<file path="config.mk">
export PLATFORM = sky130hd
export DESIGN_NAME = uart_loader
export DESIGN_NICKNAME = d
export VERILOG_FILES = /design/src/rtl/uart_loader_pkg.sv /design/src/rtl/uart_loader_tx.sv /design/src/rtl/uart_loader.sv
export SDC_FILE = /design/constraint.sdc
export NUM_CORES = 1
export LEC_CHECK = 0
export ABC_AREA = 1
export BUFFER_PORTS_ARGS = -buffer_cell sky130_fd_sc_hd__buf_4
export CORE_ASPECT_RATIO = 1.1
export CORE_MARGIN = 4
export CORE_UTILIZATION = 40
export DETAILED_ROUTE_END_ITERATION = 6
export PLACE_DENSITY_LB_ADDON = 0.2
export SYNTH_ARGS = -nofsm -noshare
export SYNTH_HDL_FRONTEND = slang
export SYNTH_SLANG_ARGS = --single-unit
</file>
<file path="constraint.sdc">
create_clock -name clk -period 2.5 [get_ports clk]
set_input_delay 0 -clock clk [delete_from_list [all_inputs] [get_ports clk]]
set_output_delay 0 -clock clk [all_outputs]
set_load 0.02 [all_outputs]
</file>
<file path="src/rtl/uart_loader_pkg.sv">
// Shared command codes, reply codes and state encodings for the serial bootloader.
package uart_loader_pkg;

  localparam logic [7:0] CMD_W    = 8'h57;
  localparam logic [7:0] CMD_R    = 8'h52;
  localparam logic [7:0] CMD_G    = 8'h47;
  localparam logic [7:0] ACK_BYTE = 8'h06;
  localparam logic [7:0] NAK_BYTE = 8'h15;

  // addr_hi, addr_lo, data_hi, data_lo, chk
  localparam int ARG_BYTES = 5;

  typedef enum logic [2:0] {
    P_IDLE,
    P_ARGS,
    P_CHECK,
    P_WRITE,
    P_REPLY
  } parser_state_t;

  typedef enum logic [1:0] {
    RX_IDLE,
    RX_START,
    RX_DATA,
    RX_STOP
  } rx_state_t;

endpackage

</file>
<file path="src/rtl/uart_loader_tx.sv">
// 8N1 byte serialiser for the bootloader reply; txd idles high.
module uart_loader_tx #(
  parameter int CLKS_PER_BIT = 434
) (
  input  logic       clk,
  input  logic       rst,
  input  logic       i_start,
  input  logic [7:0] i_byte,
  output logic       o_txd,
  output logic       o_tx_busy
);

  localparam int CNT_W = $clog2(CLKS_PER_BIT);

  logic             r_busy;
  logic             r_txd;
  logic [CNT_W-1:0] r_clk_cnt;
  logic [3:0]       r_bit_cnt;
  logic [8:0]       r_shift;

  // r_shift holds the remaining data bits with the stop bit on top
  always_ff @(posedge clk) begin
    if (rst) begin
      r_busy    <= 1'b0;
      r_txd     <= 1'b1;
      r_clk_cnt <= '0;
      r_bit_cnt <= '0;
    end else if (!r_busy) begin
      if (i_start) begin
        r_busy    <= 1'b1;
        r_txd     <= 1'b0;
        r_shift   <= {1'b1, i_byte};
        r_clk_cnt <= '0;
        r_bit_cnt <= '0;
      end
    end else if (r_clk_cnt == CNT_W'(CLKS_PER_BIT - 1)) begin
      r_clk_cnt <= '0;
      if (r_bit_cnt == 4'd9) begin
        r_busy <= 1'b0;
        r_txd  <= 1'b1;
      end else begin
        r_txd     <= r_shift[0];
        r_shift   <= {1'b1, r_shift[8:1]};
        r_bit_cnt <= r_bit_cnt + 4'd1;
      end
    end else begin
      r_clk_cnt <= r_clk_cnt + 1'b1;
    end
  end

  assign o_txd     = r_txd;
  assign o_tx_busy = r_busy;

endmodule

</file>
<file path="src/rtl/uart_loader.sv">
// Serial bootloader: receives R/G/W command frames on rxd, writes program memory,
// holds the core in reset while loading and answers each frame with ACK/NAK on txd.
module uart_loader
  import uart_loader_pkg::*;
#(
  parameter int CLKS_PER_BIT = 434,
  parameter int ADDR_W       = 11,
  parameter int DATA_W       = 14,
  parameter int TIMEOUT_BITS = 32,
  parameter bit BOOT_HELD    = 1'b1
) (
  input  logic              clk,
  input  logic              rst,
  input  logic              rxd,
  output logic              txd,
  output logic              core_rst,
  output logic [ADDR_W-1:0] pmem_addr,
  output logic [DATA_W-1:0] pmem_data,
  output logic              pmem_wr_en,
  output logic              busy
);

  localparam int CNT_W   = $clog2(CLKS_PER_BIT);
  localparam int HALF    = CLKS_PER_BIT / 2;
  localparam int GAP_LIM = TIMEOUT_BITS * CLKS_PER_BIT;
  localparam int GAP_W   = $clog2(GAP_LIM + 1);

  function automatic logic f_frame_ok(input logic [7:0] sum, input logic [7:0] addr_hi,
                                      input logic [7:0] data_hi, input logic core_held);
    return (sum == 8'h00) && ((addr_hi >> (ADDR_W - 8)) == 8'h00) &&
           ((data_hi >> (DATA_W - 8)) == 8'h00) && core_held;
  endfunction

  // RX synchroniser and receiver
  logic             r_rx_s1, r_rx_s2, r_rx_s3;
  rx_state_t        r_rx_state;
  logic [CNT_W-1:0] r_rx_cnt;
  logic [2:0]       r_rx_bitn;
  logic [7:0]       r_rx_shift;
  logic             r_rx_valid;
  logic             r_rx_ferr;

  always_ff @(posedge clk) begin
    if (rst) begin
      r_rx_s1    <= 1'b1;
      r_rx_s2    <= 1'b1;
      r_rx_s3    <= 1'b1;
      r_rx_state <= RX_IDLE;
      r_rx_cnt   <= '0;
      r_rx_bitn  <= '0;
      r_rx_valid <= 1'b0;
      r_rx_ferr  <= 1'b0;
    end else begin
      r_rx_s1    <= rxd;
      r_rx_s2    <= r_rx_s1;
      r_rx_s3    <= r_rx_s2;
      r_rx_valid <= 1'b0;
      r_rx_ferr  <= 1'b0;
      case (r_rx_state)
        RX_IDLE: begin
          if (!r_rx_s2 && r_rx_s3) begin
            r_rx_state <= RX_START;
            r_rx_cnt   <= '0;
          end
        end
        RX_START: begin
          // Mid-start re-check rejects short glitches
          if (r_rx_cnt == CNT_W'(HALF - 1)) begin
            r_rx_cnt   <= '0;
            r_rx_bitn  <= '0;
            r_rx_state <= r_rx_s2 ? RX_IDLE : RX_DATA;
          end else begin
            r_rx_cnt <= r_rx_cnt + 1'b1;
          end
        end
        RX_DATA: begin
          if (r_rx_cnt == CNT_W'(CLKS_PER_BIT - 1)) begin
            r_rx_cnt   <= '0;
            r_rx_shift <= {r_rx_s2, r_rx_shift[7:1]};
            if (r_rx_bitn == 3'd7) r_rx_state <= RX_STOP;
            else                   r_rx_bitn  <= r_rx_bitn + 3'd1;
          end else begin
            r_rx_cnt <= r_rx_cnt + 1'b1;
          end
        end
        RX_STOP: begin
          if (r_rx_cnt == CNT_W'(CLKS_PER_BIT - 1)) begin
            r_rx_cnt   <= '0;
            r_rx_state <= RX_IDLE;
            if (r_rx_s2) r_rx_valid <= 1'b1;
            else         r_rx_ferr  <= 1'b1;
          end else begin
            r_rx_cnt <= r_rx_cnt + 1'b1;
          end
        end
        default: r_rx_state <= RX_IDLE;
      endcase
    end
  end

  // Parser
  parser_state_t     r_state;
  logic              r_core_rst;
  logic              r_wr_en;
  logic [ADDR_W-1:0] r_pmem_addr;
  logic [DATA_W-1:0] r_pmem_data;
  logic              r_tx_start;
  logic [7:0]        r_tx_byte;
  logic [2:0]        r_arg_cnt;
  logic [7:0]        r_sum;
  logic [7:0]        r_args [0:3];
  logic [GAP_W-1:0]  r_gap;
  logic              w_tx_busy;
  logic              w_txd;

  always_ff @(posedge clk) begin
    if (rst) begin
      r_state     <= P_IDLE;
      r_core_rst  <= BOOT_HELD;
      r_wr_en     <= 1'b0;
      r_pmem_addr <= '0;
      r_pmem_data <= '0;
      r_tx_start  <= 1'b0;
      r_arg_cnt   <= '0;
      r_sum       <= '0;
      r_gap       <= '0;
    end else begin
      r_wr_en    <= 1'b0;
      r_tx_start <= 1'b0;

      // Idle time on the line since the last completed byte
      if (r_rx_state != RX_IDLE || r_rx_valid || r_rx_ferr) r_gap <= '0;
      else if (r_gap != GAP_W'(GAP_LIM))                    r_gap <= r_gap + 1'b1;

      case (r_state)
        P_IDLE: begin
          if (r_rx_ferr) begin
            r_state    <= P_REPLY;
            r_tx_start <= 1'b1;
            r_tx_byte  <= NAK_BYTE;
          end else if (r_rx_valid) begin
            if (r_rx_byte_is(CMD_W)) begin
              r_state   <= P_ARGS;
              r_sum     <= r_rx_shift;
              r_arg_cnt <= '0;
            end else begin
              r_state    <= P_REPLY;
              r_tx_start <= 1'b1;
              r_tx_byte  <= NAK_BYTE;
              if (r_rx_byte_is(CMD_R)) begin
                r_core_rst <= 1'b1;
                r_tx_byte  <= ACK_BYTE;
              end else if (r_rx_byte_is(CMD_G)) begin
                r_core_rst <= 1'b0;
                r_tx_byte  <= ACK_BYTE;
              end
            end
          end
        end
        P_ARGS: begin
          if (r_rx_ferr) begin
            r_state    <= P_REPLY;
            r_tx_start <= 1'b1;
            r_tx_byte  <= NAK_BYTE;
          end else if (r_rx_valid) begin
            r_sum <= r_sum + r_rx_shift;
            if (r_arg_cnt == 3'(ARG_BYTES - 1)) begin
              r_state     <= P_CHECK;
              r_pmem_addr <= {r_args[0][ADDR_W-9:0], r_args[1]};
              r_pmem_data <= {r_args[2][DATA_W-9:0], r_args[3]};
            end else begin
              r_args[r_arg_cnt[1:0]] <= r_rx_shift;
              r_arg_cnt              <= r_arg_cnt + 3'd1;
            end
          end else if (r_gap == GAP_W'(GAP_LIM)) begin
            r_state <= P_IDLE;
          end
        end
        P_CHECK: begin
          r_tx_start <= 1'b1;
          if (f_frame_ok(r_sum, r_args[0], r_args[2], r_core_rst)) begin
            r_state   <= P_WRITE;
            r_wr_en   <= 1'b1;
            r_tx_byte <= ACK_BYTE;
          end else begin
            r_state   <= P_REPLY;
            r_tx_byte <= NAK_BYTE;
          end
        end
        P_WRITE: r_state <= P_REPLY;
        P_REPLY: begin
          // Incoming bytes are ignored until the reply's stop bit is out
          if (!r_tx_start && !w_tx_busy) r_state <= P_IDLE;
        end
        default: r_state <= P_IDLE;
      endcase
    end
  end

  function automatic logic r_rx_byte_is(input logic [7:0] code);
    return r_rx_shift == code;
  endfunction

  uart_loader_tx #(
    .CLKS_PER_BIT(CLKS_PER_BIT)
  ) u_tx (
    .clk      (clk),
    .rst      (rst),
    .i_start  (r_tx_start),
    .i_byte   (r_tx_byte),
    .o_txd    (w_txd),
    .o_tx_busy(w_tx_busy)
  );

  assign txd        = w_txd;
  assign core_rst   = r_core_rst;
  assign pmem_addr  = r_pmem_addr;
  assign pmem_data  = r_pmem_data;
  assign pmem_wr_en = r_wr_en;
  assign busy       = (r_state != P_IDLE) || w_tx_busy;

endmodule

</file>
# [Word level (Yosys, flattened, before mapping)]
# Memory sizes are Yosys's and may differ from the RTL's. A register that Yosys moved wholly into a read port is not among the register bits.
# Index checks and enable logic that the tools add are counted.
[op_classes] addsub=7 eq_ne=38 mux=81 n_bitwise=6 reduce_logical=39
[op_table] op="9-bit two-way mux" count=10
[op_table] op="8-bit two-way mux" count=9
[op_table] op="3-bit two-way mux" count=18
[op_table] op="2-bit != test (second input constant)" count=16
[op_table] op="9-bit one-hot mux with 3 select lines" count=1
[op_table] op="8-bit by 7-bit equality test with 1-bit output (second input constant)" count=3
[op_table] op="8-bit zero test" count=3
[op_table] op="8-bit one-hot mux with 3 select lines" count=1
[op_table] op="1-bit two-way mux" count=23
[op_table] op="9-bit by 1-bit adder with 9-bit output (second input constant)" count=2
[op_table] op="9-bit equality test (second input constant)" count=2
[op_table] op="4-bit two-way mux" count=4
[op_table] op="8-bit one-hot mux with 2 select lines" count=1
[op_table] op="4-bit AND reduction" count=4
[op_table] op="5-bit two-way mux" count=3
[op_table] op="3-bit one-hot mux with 5 select lines" count=1
[op_table] op="5-bit AND reduction" count=3
[op_table] op="14-bit by 1-bit adder with 14-bit output (second input constant)" count=1
[op_table] op="14-bit equality test (second input constant)" count=1
[op_table] op="14-bit != test (second input constant)" count=1
[op_table] op="2-bit two-way mux" count=6
[op_table] op="3-bit one-hot mux with 2 select lines" count=2
[op_table] op="2-bit nonzero test" count=5
[op_table] op="3-bit equality test (second input constant)" count=3
[op_table] op="other kinds (26)" count=48
[totals] reg_bits=115 ramBits=32 in_bits=3 output_inout_bits=29 word_cells=196 mem_count=1
[memory_table] memory="r_args" words=4 width=8 rd=4 rd_ports_with_merged_regs=2 wr=1 line_no="uart_loader.sv:111" rtl="logic [7:0] r_args [0:3];"

# [Longest topological paths before layout]
# Gate-level depths: netlist (run 1).
[logic_depth] depth_word=7 ltp_mapped=13 mapped_depth_nobuf=13

# [Cells and area by module]
# From an unflattened synthesis (run 1), not the netlist that was laid out.
[hier_totals] hier_cells=830 hier_area_um2=6672.6
[modules_own_cells] mod="uart_loader" instances=1 cells_each=659 area_each_um2=5338.9 seq_area_each_um2=2762.6
[modules_own_cells] mod="uart_loader_tx" instances=1 cells_each=171 area_each_um2=1333.8 seq_area_each_um2=540.5

# [Worst setup path after synthesis (run 1)]
# Ideal clock, no wire load.
[synth_path] path_type="flip-flop to flip-flop" start="register r_rx_cnt[0]" end="register r_rx_shift[0] (enable)" setup_time_ns=0.395 arrival_ns=1.634 required_ns=2.105 slack_ns=0.471 path_stages_with_launch=6 n_path_buf=0 synth_period_minus_slack_ns=2.029 path_cell_list="dfxtp_1 > ha_1 > nand2_1 > nor2_1 > nand2_1 > nor4_1"
[synth_via] elab_chain_len=2
[synth_rtl] element="from (decl)" line_no="uart_loader.sv:37" rtl="logic [CNT_W-1:0] r_rx_cnt;"
[synth_rtl] element="from (signal assigned)" line_no="uart_loader.sv:73" rtl="r_rx_cnt <= r_rx_cnt + 1'b1;"
[synth_rtl] element="from (signal assigned)" line_no="uart_loader.sv:83" rtl="r_rx_cnt <= r_rx_cnt + 1'b1;"
[synth_rtl] element="from (signal assigned)" line_no="uart_loader.sv:93" rtl="r_rx_cnt <= r_rx_cnt + 1'b1;"
[synth_rtl] element="9-bit equality test" line_no="uart_loader.sv:77" rtl="if (r_rx_cnt == CNT_W'(CLKS_PER_BIT - 1)) begin"
[synth_rtl] element="3-bit AND reduction (no line)"
[synth_rtl] element="to (signal assigned)" line_no="uart_loader.sv:79" rtl="r_rx_shift <= {r_rx_s2, r_rx_shift[7:1]};"
[synth_rtl] element="to (decl)" line_no="uart_loader.sv:39" rtl="logic [7:0] r_rx_shift;"
# Every way passes these cells.
# A chain may end at the register's enable or synchronous reset.

# [Worst setup path after layout (run 1)]
[layout_path] start="register u_tx.r_busy (netlist: u_tx.o_tx_busy)" end="register u_tx.r_shift[1] (enable)"
[layout_via] elab_chain_len=2 word_cells_on_any_way=4 classes_between="eq/ne: 2; reduce/logical: 2"
[layout_rtl] element="from (decl)" line_no="uart_loader_tx.sv:15" rtl="logic r_busy;"
[layout_rtl] element="from (signal assigned)" line_no="uart_loader_tx.sv:24" rtl="r_busy <= 1'b0;"
[layout_rtl] element="from (signal assigned)" line_no="uart_loader_tx.sv:30" rtl="r_busy <= 1'b1;"
[layout_rtl] element="from (signal assigned)" line_no="uart_loader_tx.sv:39" rtl="r_busy <= 1'b0;"
[layout_rtl] element="2-bit != test (no line) or 2-bit nonzero test (tied branches)"
[layout_rtl] element="4-bit AND reduction (no line) (*)"
[layout_rtl] element="to (signal assigned)" line_no="uart_loader_tx.sv:32" rtl="r_shift <= {1'b1, i_byte};"
[layout_rtl] element="to (signal assigned)" line_no="uart_loader_tx.sv:43" rtl="r_shift <= {1'b1, r_shift[8:1]};"
[layout_rtl] element="to (decl)" line_no="uart_loader_tx.sv:19" rtl="logic [8:0] r_shift;"
# Every way passes the cells marked *; elsewhere a longest branch is shown, timed or not.

==> results_dict.tcl, run 1 <==
set metrics [dict create \
    status "completed" \
    seqCellArea_um2 3300 \
    most-common-layout-cells "nand2_1, nor2_1, inv_1" \
    place_area_um2 6890 \
    cp.depth 5 \
    clkLatencyLatePin_ps 430 \
    grt_use_total_pct 15.1 \
    synth_cell_types 43 \
    cap_violations 0 \
    multi_input_area_um2 2640 \
    cts-hold-fix-buffers 2 \
    clock-skew-final_ps 12.4 \
    cp-startpoint "u_tx.o_tx_busy$_SDFF_PP0_" \
    async_reset_ff_share_pct 0 \
    ir_worst_vdd_mv 0.418 \
    coreArea_um2 15700 \
    cp_slowest_stage_delay_ps 620 \
    worst_slew_pin_slew_ps 490 \
    synthesis.yosys.warnings 0 \
    r2r_slack_ps 680 \
    n_fill_cell 1517 \
    synth_edf_count 50 \
    hold_violations 0 \
    p_leak_nw 3.08 \
    grt_pass1_vias 4888 \
    synth_compound_gate_area_share_pct 9.76 \
    drv_slew 0 \
    crit_fanout 13 \
    r2r-start "u_tx.o_tx_busy$_SDFF_PP0_" \
    drcViolationCount 0 \
    endpoint "u_tx.r_shift[1]$_DFFE_PP_" \
    drtPass1Iterations 5 \
    yosysSeqAreaShare_pct 51.3 \
    crit_family "flip-flops" \
    io_pins 32 \
    rsz0062_at_grt "no" \
    route.vias.total 5087 \
    cts.clk_slew.worst_paths_ps 60 \
    grt_pass1_wl_um 22100 \
    path_buf_inv 2 \
    fin_area_um2 7460 \
    setup-tns-final_ps 0 \
    grt-ovfl-total 0 \
    slew_headroom_pct 67.3 \
    cp-end-kind "flip-flop" \
    design.die.area_um2 18200 \
    viasPerCell 4.90 \
    start_kind "flip-flop" \
    crit_chain "inv_2, nor3_4, nand2_4, a21oi_1, buf_4" \
    synthFlopType "dfxtp_1" \
    timing.final.crit_share_pct 72.9 \
    crit_arrival_ps 1950 \
    critPathSlowestCell "dfxtp_1" \
    worstPathRequired_ps 2630 \
    setup_slack_ps 677 \
    period_needed_ps 1820 \
    rows 48 \
    post_cts_buffers 0 \
    area_growth_pct 15.9 \
    gp_congestion 0.869 \
    synth_mux_area_share_pct 0 \
    setup_viol 0 \
    p_per_area_nw_per_um2 655 \
    yosys_register_bits 140 \
    reg2reg_to "u_tx.r_shift[1]$_DFFE_PP_" \
    initial_utilization_pct 40.9 \
    ant_nets 0 \
    criticalPathCategory "flip-flop to flip-flop" \
    die_w_um 129 \
    cts_resized 0 \
    routedWlPerCell_um 12.6 \
    synth_fa_ha_area_share_pct 4.59 \
    portBuffers 31 \
    cts_buffers 17 \
    cts_tree "yes" \
    grt_max_degree 37 \
    syn_avg_cell_area_um2 8.27 \
    clock-sinks 140 \
    hp-class "input pin to flip-flop" \
    final_common_cell "nand2_1" \
    max_freq_mhz 549 \
    yosys.area_share.simple_pct 25.7 \
    place_ws_ps 669 \
    cts.path.max_buffers 2 \
    drive_above_1_share_pct 12.5 \
    drt-initial-drc-count 218 \
    root_buffer "clkbuf_16" \
    finalWirelength_um 13100 \
    place_hpwl_um 9580 \
    cts_htree_levels 4 \
    ff2ff_path_depth 5 \
    die_h_um 141 \
    synthCells 779 \
    nets 852 \
    synth-xor-area-share_pct 0.952 \
    syn_nets 805 \
    diodes 0 \
    synth_top_family_by_area "simple AND/OR/NAND/NOR gates" \
    antenna_found_initial 0 \
    netlist_area_um2 6440 \
]
==> report_power, final <==
group | leakage [nW] | internal (mW) | total [mW] | switching [mW]
Combinational | 1.63 | 0.0589 | 0.186 | 0.128
Sequential | 1.17 | 2.37 | 2.39 | 0.0228
Clock | 0.275 | 1.35 | 2.31 | 0.961
Total | 3.08 | 3.78 | 4.89 | 1.11
==> sequential cells by signal (all words and copies together) (netlist names), 2 cells and up, named ones only <==
name,cells
r_gap,14
r_sum,8
r_tx_byte,2
r_args,32
r_state,3
u_tx.r_clk_cnt,9
pmem_data,14
u_tx.r_bit_cnt,4
r_rx_bitn,3
u_tx.r_shift,8
r_rx_shift,8
pmem_addr,11
r_rx_cnt,9
r_arg_cnt,3
==> worst min path at each step <==
| stage | start | to | slack [ps] | cells past startpoint |
|---|---|---|---|---|
| 6_report | rxd | r_rx_s1$_SDFF_PP1_ | 310 | 3 |
| 5_1_grt | rxd | r_rx_s1$_SDFF_PP1_ | 330 | 3 |
| 4_1_cts | rxd | r_rx_s1$_SDFF_PP1_ | 290 | 3 |
| 3_5_place_dp | rxd | r_rx_s1$_SDFF_PP1_ | 190 | 2 |
| 3_3_place_gp | rxd | r_rx_s1$_SDFF_PP1_ | 190 | 2 |
| 2_1_floorplan | rxd | r_rx_s1$_SDFF_PP1_ | 100 | 1 |
==> routing by layer <==
layer  track usage [%]  share of wire, %  wire length, um  vias to the layer above
met5                 0                 0                0                        -
met4              5.86               1.8              231                        0
met3              4.28               3.9              508                       18
met2              26.0                49             6450                       85
met1              17.7                45             5890                     2357
li1                  -                 -                -                     2627
==> layout make-up <==
cell class	instances	share of cell area (%)
Multi-Input combinational cell	522	35.4
Clock inverter	12	1.16
Sequential cell	140	44.3
Timing Repair Buffer	43	4.39
Tap cell	200	3.35
Clock buffer	20	6.25
Inverter	102	5.20
==> per-stage QoR <==
| stage | hold slack [ps] | std cells | total power [mW] | utilization, % |
|---|---|---|---|---|
| 4_1_cts | 291 | 1039 | 4.95 | 47.4 |
| 3_5_place_dp | 188 | 1005 | 2.62 | 43.8 |
| 6_report | 311 | 1039 | 4.89 | 47.4 |
| 3_3_place_gp | 189 | 1005 | 2.62 | 43.8 |
| 2_1_floorplan | 104 | 779 | 2.58 | - |
| 5_1_grt | 330 | 1039 | 5.09 | 47.4 |
==> logic make-up after synthesis <==
logic type / Yosys count
AND/OR/NAND/NOR: 376
flip-flops: 140
buffers and inverters: 117
AO/OA/AOI/OAI: 116
adder cells (fa/ha/maj): 23
XOR/XNOR: 7
==> tightest hold or removal path, stage by stage <==
cell and delay, ps:
dlygate4sd3_1 530, buf_4 90, or2_2 80
==> synth_stat cells, types with 3 or more instances <==
cell type	instances	area share (%)
nand2_1	159	9.3
nor2_1	128	7.5
inv_1	94	5.5
dfxtp_1	90	28
a21oi_1	50	3.9
edfxtp_1	50	23
o21ai_0	47	3.7
nand3_1	34	2.6
ha_1	22	4.3
nand4_1	13	1.3
inv_2	7	0.41
nor3_1	7	0.54
clkbuf_1	6	0.35
nand3b_1	6	0.70
buf_6	5	0.87
a31oi_1	4	0.39
nand2_2	4	0.39
nor2_2	4	0.39
or2_2	4	0.39
xnor2_1	4	0.54
buf_2	3	0.23
nand3_2	3	0.47
nor2_4	3	0.52
o211ai_1	3	0.35
xor2_1	3	0.41
Power figures use the tool's default switching activity.
==> run 2: changes to the inputs <==
- clock period: 2.5 -> 1.91 ns (I/O delays scaled with it)
==> results_dict.tcl, run 2 (synthesized netlist as in run 1, its figures left out) <==
set metrics [dict create \
    status "completed" \
    cts_resized 0 \
    initial_utilization_pct 40.9 \
    rsz0062_at_grt "no" \
    rows 48 \
    crit_arrival_ps 2110 \
    root_buffer "clkbuf_16" \
    grt-ovfl-total 0 \
    largest_register_ffs 32 \
    routedWlPerCell_um 12.8 \
    grt_pass1_wl_um 23100 \
    p_leak_nw 3.13 \
    place_hpwl_um 9620 \
    slew_headroom_pct 75.7 \
    cts_tree "yes" \
    route.vias.total 5106 \
    r2r-start "r_rx_shift[0]$_DFFE_PP_" \
    p_per_area_nw_per_um2 880 \
    dp_cells 1010 \
    area_growth_pct 17.8 \
    die_w_um 129 \
    drcViolationCount 0 \
    design.die.area_um2 18200 \
    timing.final.crit_share_pct 92.3 \
    crit_fanout 7 \
    period_needed_ps 1760 \
    final_common_cell "nand2_1" \
    cp-end-kind "flip-flop" \
    io_pins 32 \
    most-common-layout-cells "nand2_1, nor2_1, inv_1" \
    n_fill_cell 1513 \
    grt_max_degree 37 \
    holdWs_ps 410 \
    cts.clk_slew.worst_paths_ps 60 \
    portBuffers 31 \
    setup-tns-final_ps 0 \
    cts_htree_levels 4 \
    cts.path.max_buffers 2 \
    viasPerCell 4.88 \
    drt-initial-drc-count 308 \
    ant_nets 0 \
    coreArea_um2 15700 \
    hp-class "flip-flop to flip-flop" \
    clock-skew-final_ps 10.1 \
    hold_violations 0 \
    r2r_slack_ps 150 \
    worstPathRequired_ps 2260 \
    grt_pass1_vias 4924 \
    finalWirelength_um 13400 \
    gp_congestion 0.875 \
    reg2reg_to "r_sum[6]$_SDFFE_PP0P_" \
    drtPass1Iterations 4 \
    criticalPathCategory "flip-flop to flip-flop" \
    ir_worst_vdd_mv 0.703 \
    setup_viol 0 \
    grt_use_total_pct 15.7 \
    diodes 0 \
    antenna_found_initial 0 \
    ff2ff_path_depth 10 \
    endpoint "r_sum[6]$_SDFFE_PP0P_" \
    drv_slew 0 \
    die_h_um 141 \
    fin_util_pct 48.2 \
    clock-sinks 140 \
    start_kind "flip-flop" \
    drive_above_1_share_pct 13.5 \
    fin_cells 1047 \
    cap_violations 0 \
    clkLatencyLatePin_ps 420 \
    cp-startpoint "r_rx_shift[0]$_DFFE_PP_" \
    worst_slew_pin_slew_ps 362 \
    cts_buffers 17 \
    nets 860 \
    max_freq_mhz 567 \
]
==> run 2: worst min-delay path by stage <==
stage / startpoint / cells after the start / to / slack (ps)
2_1_floorplan: rxd / 1 / r_rx_s1$_SDFF_PP1_ / 100
3_3_place_gp: rxd / 2 / r_rx_s1$_SDFF_PP1_ / 190
3_5_place_dp: rxd / 2 / r_rx_s1$_SDFF_PP1_ / 190
4_1_cts: r_rx_s1$_SDFF_PP1_ / 1 / r_rx_s2$_SDFF_PP1_ / 410
5_1_grt: r_rx_s1$_SDFF_PP1_ / 1 / r_rx_s2$_SDFF_PP1_ / 440
6_report: r_rx_s1$_SDFF_PP1_ / 1 / r_rx_s2$_SDFF_PP1_ / 410
==> run 2: where the power goes <==
group	internal (mW)	total [mW]	switching, mW
clock	1.92	3.30	1.38
combinational	0.0813	0.248	0.167
sequential	3.10	3.13	0.0293
total	5.10	6.67	1.58
==> run 2: stage by stage <==
stage                     setup slack (ps)  cell area, um2  total power [mW]
after floorplan                        119            6440              3.37
after global placement                 178            6930              3.43
after detailed placement               125            6930              3.44
after global routing                  7.71            7580              6.93
after CTS                              103            7570              6.75
final                                  147            7580              6.67
==> run 2: repair_timing <==
action,4_1_cts,5_1_grt
hold buffers,3,0
endpoints found under the hold margin,17,0
buffers inserted,0,2
endpoints found under the setup margin,0,1
==> run 2: metal layers <==
metal / vias up / GRT usage (%) / part of all wire (%)
li1: 2656 / - / -
met1: 2341 / 19.4 / 46
met2: 91 / 26.3 / 48
met3: 18 / 3.87 / 4.0
met4: 0 / 5.91 / 1.7
met5: - / 0 / 0
==> run 2: final cells by class <==
cell class | count | area, um2 | area share [%]
timing repair buffer | 51 | 390 | 5.15
inverter | 102 | 388 | 5.11
multi-input combinational | 522 | 2650 | 34.9
clock inverter | 14 | 154 | 2.03
clock buffer | 18 | 450 | 5.94
tap | 200 | 250 | 3.30
sequential | 140 | 3300 | 43.6
==> run 2: worst max-delay path: stages, from the launching register on <==
cell	delay [ps]
edfxtp_1	450
ha_1	200
inv_1	60
fa_1	390
inv_1	110
nand4_1	120
nand3_1	90
nand2_1	50
nand3_1	60
nand2_1	50
a21oi_1	120
